`src/rtl/fifo_rd_downsizer_pkg.sv`:
```
// rtl/fifo_rd_downsizer_pkg.sv - shared state encoding and slice-geometry helpers for the read downsizer
package fifo_rd_downsizer_pkg;

    typedef enum logic {
        ST_EMPTY = 1'b0,
        ST_HOLD  = 1'b1
    } state_t;

    function automatic int ratio_of(input int data_len, input int out_len);
        return data_len / out_len;
    endfunction

    // A single-slice word still needs a one-bit index so the registers stay legal
    function automatic int idx_width(input int ratio);
        return (ratio > 1) ? $clog2(ratio) : 1;
    endfunction

endpackage

```
`src/rtl/fifo_rd_slice_mux.sv`:
```
// rtl/fifo_rd_slice_mux.sv - combinational index-to-slice select, slice 0 is the low bits
module fifo_rd_slice_mux
    import fifo_rd_downsizer_pkg::*;
#(
    parameter int DATA_LEN = 64,
    parameter int OUT_LEN  = 32
) (
    input  logic [DATA_LEN-1:0]                                  data,
    input  logic [idx_width(ratio_of(DATA_LEN, OUT_LEN))-1:0]    idx,
    output logic [OUT_LEN-1:0]                                   slice
);

    localparam int RATIO = ratio_of(DATA_LEN, OUT_LEN);
    localparam int IDX_W = idx_width(RATIO);

    always_comb begin
        slice = '0;
        for (int i = 0; i < RATIO; i++) begin
            if (idx == IDX_W'(i)) begin
                slice = data[i*OUT_LEN +: OUT_LEN];
            end
        end
    end

endmodule

```
`src/rtl/fifo_rd_downsizer.sv`:
```
// rtl/fifo_rd_downsizer.sv - pops wide words from a read-through FIFO and emits them as narrow beats
module fifo_rd_downsizer
    import fifo_rd_downsizer_pkg::*;
#(
    parameter int DATA_LEN = 64,
    parameter int OUT_LEN  = 32,
    parameter int CNT_LEN  = 16
) (
    input  logic                clk,
    input  logic                rst_n,
    input  logic                fifo_empty,
    output logic                fifo_ren,
    input  logic [DATA_LEN-1:0] fifo_data,
    input  logic                flush,
    output logic                out_valid,
    input  logic                out_ready,
    output logic [OUT_LEN-1:0]  out_data,
    output logic                out_last,
    output logic [CNT_LEN-1:0]  word_cnt
);

    localparam int RATIO = ratio_of(DATA_LEN, OUT_LEN);
    localparam int IDX_W = idx_width(RATIO);
    localparam logic [IDX_W-1:0] LAST_IDX = IDX_W'(RATIO - 1);

    state_t                state;
    logic [IDX_W-1:0]      idx;
    logic [DATA_LEN-1:0]   data_buf;
    logic [CNT_LEN-1:0]    cnt_q;

    logic hold;
    logic slice_last;
    logic beat_done;

    assign hold       = (state == ST_HOLD);
    assign slice_last = (idx == LAST_IDX);
    assign beat_done  = hold & out_ready;

    // Popping on the final beat's handshake refills the buffer with no bubble; reset
    // gates the strobe so a reset never advances the FIFO read pointer.
    assign fifo_ren  = rst_n & ~fifo_empty & ~flush & (~hold | (beat_done & slice_last));
    assign out_valid = hold;
    assign out_last  = hold & slice_last;
    assign word_cnt  = cnt_q;

    fifo_rd_slice_mux #(
        .DATA_LEN (DATA_LEN),
        .OUT_LEN  (OUT_LEN)
    ) u_slice_mux (
        .data  (data_buf),
        .idx   (idx),
        .slice (out_data)
    );

    always_ff @(posedge clk) begin
        if (!rst_n) begin
            state    <= ST_EMPTY;
            idx      <= '0;
            data_buf <= '0;
            cnt_q    <= '0;
        end else if (flush) begin
            state <= ST_EMPTY;
            idx   <= '0;
        end else if (fifo_ren) begin
            state    <= ST_HOLD;
            idx      <= '0;
            data_buf <= fifo_data;
            cnt_q    <= cnt_q + CNT_LEN'(1);
        end else if (beat_done) begin
            if (slice_last) begin
                state <= ST_EMPTY;
            end else begin
                idx <= idx + IDX_W'(1);
            end
        end
    end

endmodule

```
`config.mk`:
```
export PLATFORM = sky130hd
export DESIGN_NAME = fifo_rd_downsizer
export DESIGN_NICKNAME = d
export VERILOG_FILES = /design/src/rtl/fifo_rd_downsizer_pkg.sv /design/src/rtl/fifo_rd_slice_mux.sv /design/src/rtl/fifo_rd_downsizer.sv
export SDC_FILE = /design/constraint.sdc
export NUM_CORES = 1
export LEC_CHECK = 0
export CAP_MARGIN = 30
export CORE_UTILIZATION = 40
export DETAILED_ROUTE_END_ITERATION = 10
export PLACE_DENSITY = 0.72
export SYNTH_ARGS = -nofsm -noshare
export SYNTH_HDL_FRONTEND = slang
export SYNTH_SLANG_ARGS = --single-unit
```
`constraint.sdc`:
```
create_clock -name clk -period 2.3 [get_ports clk]
set_input_delay 0.575 -clock clk [delete_from_list [all_inputs] [get_ports clk]]
set_output_delay 0.575 -clock clk [all_outputs]
set_load 0.01 [all_outputs]
```
==> results of run 1 <==
[Yosys cell counts]
cell	count	area, sq um
or2_1	1	6.26
nor4_2	1	12.5
a21boi_0	25	188
nand2_1	139	522
buf_2	5	25.0
dfxtp_1	82	1640
ha_1	1	12.5
clkinv_4	1	8.76
o21a_1	1	7.51
nor2b_1	3	18.8
clkbuf_1	11	41.3
and4_1	1	8.76
nand3_1	6	30.0
nand4_1	4	25.0
inv_1	2	7.51
and3_1	2	12.5
buf_8	1	15.0
buf_12	1	20.0
a21boi_1	40	300
nor4_1	3	18.8
buf_4	3	22.5
nor2_1	1	3.75
mux2i_1	6	60.1
a21oi_1	2	10.0
nor3_1	3	15.0
buf_1	3	11.3
a21boi_2	1	11.3
mux2_2	32	360
nand3b_1	1	7.51
nor4_4	1	21.3
or3b_1	1	8.76
nand2b_1	5	31.3
and2_1	8	50.1
buf_6	5	56.3
xnor2_1	2	17.5
xor2_1	6	52.6
o21ai_0	1	5.00
[final timing paths]
path / from / endpoint
worst min-delay path: data_buf[9] / data_buf[9]
worst max-delay path: idx / out_data[2]
worst min register to register: data_buf[9] / data_buf[9]
worst max register to register: idx / word_cnt[0]
[state kept, by name (all words and copies together), names as in the netlist]
name       count
data_buf      64
idx            1
out_valid      1
word_cnt      16
[per-stage QoR]
stage          hold slack, ns  power, mW  cell area [sq um]  worst slack (ns)  TNS [ns]
2_1_floorplan           0.432       1.65               3670            0.0920         0
3_3_place_gp            0.438       1.82               4880            -0.588    -24.70
3_5_place_dp            0.442       1.83               4880            -0.589    -26.74
4_1_cts                 0.454       2.79               5070           -0.0184   -0.0184
5_1_grt                 0.469       2.87               5110            0.0156         0
6_report                0.452       2.75               5110            0.0841         0
[power by group through the flow]
stage	combinational [mW]	sequential, mW	clock [mW]
after global routing	0.339	1.48	1.05
after detailed placement	0.320	1.51	0
after CTS	0.313	1.47	0.997
final	0.310	1.47	0.965
after global placement	0.317	1.51	0
after floorplan	0.147	1.50	0
[layout by cell type, fill, tap and decap left out, types with 2 or more instances in the layout]
cell / instances
a21boi_0: 25
a21boi_1: 40
a21oi_1: 2
and2_1: 8
and3_1: 2
buf_12: 3
buf_4: 8
buf_6: 2
clkbuf_8: 9
clkdlybuf4s50_1: 82
clkinv_2: 3
dfxtp_1: 81
dlygate4sd2_1: 30
dlymetal6s2s_1: 5
inv_1: 2
mux2_2: 32
mux2i_1: 6
nand2_1: 139
nand2b_1: 5
nand3_1: 6
nand4_1: 4
nor2b_1: 3
nor3_1: 3
nor4_1: 3
xnor2_1: 2
xor2_1: 6
[kinds of logic (layout without fill, tap and decap cells)]
family / count (synthesis) / after routing
AND/OR/NAND/NOR: 180 / 180
flip-flops: 82 / 82
AO/OA/AOI/OAI: 70 / 70
adder cells (fa/ha/maj): 1 / 1
multiplexers: 38 / 38
XOR/XNOR: 8 / 8
buffers and inverters: 32 / 149
[worst reg2reg max path, cell delays in order, from the launching register on]
cell	delay, ns
dfxtp_4	0.38
bufbuf_16	0.29
a21boi_2	0.14
or2_4	0.15
buf_4	0.53
xnor2_1	0.19
and2_1	0.18
[routing by layer]
metal / part of all wire / global-route usage
met1: 0.48 / 0.244
met2: 0.46 / 0.308
met3: 0.052 / 0.0530
met4: 0.0089 / 0.0501
met5: 0 / 0
[area by class of cell]
type,instances,area [sq um]
inverter,3,16.3
sequential,82,1650
timing repair buffer,132,1330
clock inverter,4,45.0
tap,108,135
multi-input combinational,297,1820
fill,818,3690
clock buffer,10,128
[timing repair]
item,in CTS,in global routing
endpoints found under the setup margin,97,6
gates resized for setup,42,5
cloned,1,0
buffers inserted,0,3
pin swaps,2,0
==> impl_metrics.csv, run 1 <==
group,metric,value,unit
sta,finalClockSkew,0.00928,ns
sta,drv_slew,0,
detailed_routing,ant_nets,0,
power,vdd_drop_max,219,uV
power,leakage,2.14,nW
detailed_routing,drt_iter0_drc,139,
synthesis,syn_nets,481,
final_layout,fin_util,0.581,
power,intPower,2.13,mW
global_route,overflow,0,
synthesis,seq_area_frac_synth,0.448,
sta,max_freq,451,MHz
clock_tree,clockBufferDepth,2,
placement,hpwl,5660,microns
sta,final.period_utilization,0.963,
synthesis,syn_area,3670,sq um
final_layout,fin_nets,595,
detailed_routing,vias,3109,
power,power.density,538,nW/um^2
sta,rsz0062_at_grt,"no",
critical_path,reg2reg_slack,0.34,ns
detailed_routing,wirelength,8720,microns
global_route,grt_usage,0.188,
floorplan,row_count,34,
synthesis,yosysUniqueCellTypes,37,
critical_path,critPathSlowestCell,"dfxtp_4",
clock_tree,cts_buffers,9,
clock_tree,htreeDepth,3,
global_route,grt_max_degree,86,
synthesis,synth-simple-area-share,0.216,
critical_path,crit_arrival,1.64,ns
placement,io_buffers,119,
clock_tree,clk_pin_slew,0.08,ns
floorplan,pin_count,120,
run,cap_violations,0,
critical_path,crit_buf_inv,2,
clock_tree,tritoncts,"done",
global_route,grt_pass1_wl,14500,microns
floorplan,initial_core_util,0.416,
critical_path,start_kind,"flop",
floorplan,die_x,97.7,microns
clock_tree,cts_hold_buf,0,
clock_tree,cts.sinks,82,
run_status,status,"finished with violations",
synthesis,synth_compound_area_frac,0.142,
synthesis,synth_top_family_by_area,"simple AND/OR/NAND/NOR gates",
floorplan,core-area,8810,sq um
detailed_routing,first_pass_iters,7,
floorplan,die_area,9550,sq um
worst_hold_path,hold_path.class,"reg -> reg",
power,p_sw_frac,0.226,
power,clkPwrFrac,0.351,
critical_path,path_depth,3,
clock_tree,clockRootBuffer,"clkbuf_8",
critical_path,crit_type,"reg -> out",
critical_path,crit_chain,"bufbuf_16 > mux2_2 > dlygate4sd2_1",
sta,tightest_slew,0.725,ns
power,pwr-share-seq,0.536,
critical_path,critPathTopFamily,"buffers and inverters",
sta,min_period,2.22,ns
placement,dpl.cell_count,618,
synthesis,synth_fa_ha_area_frac,0.00341,
sta,slew_headroom,0.517,
critical_path,rr_worst_depth,6,
placement,gp_congestion,0.781,
critical_path,required,1.73,ns
detailed_routing,post_drt_wl_per_cell,13.7,microns
critical_path,path_max_fanout,10,
final_layout,drive_gt1_frac,0.125,
detailed_routing,drc_errors,16,
floorplan,die_y,97.7,microns
sta,setup_viol,0,
synthesis,synthCells,411,
worst_hold_path,holdPathStages,2,
synthesis,yosysWarningCount,0,
synthesis,avgSynthCellArea,8.92,sq um
synthesis,synthMuxAreaShare,0.115,
detailed_routing,viasPerCell,4.89,
power,power_frac_comb,0.113,
critical_path,slowest_delay,0.40,ns
final_layout,diodes,0,
sta,hold_viol,0,
global_route,grt_pass1_vias,3016,
run_status,violations,"DRC",
final_layout,final_cells,636,
power,switching_power,620,uW
synthesis,synthXorXnorAreaFrac,0.0191,
global_route,antenna_found_initial,0,
critical_path,worst_setup_path_end_kind,"output port",
clock_tree,clock_latency,0.34,ns
synthesis,synth-seq-cells,82,
final_layout,area_delta_synth_final,39.5,%
No activity file was read; power rests on OpenSTA's default activity.
==> run 2: changes to the inputs <==
Settings changed: CTS_CLUSTER_SIZE from default to 12.
==> results of run 2 <==
Same layout as run 1: the final DEF is identical, and so are final timing and power.
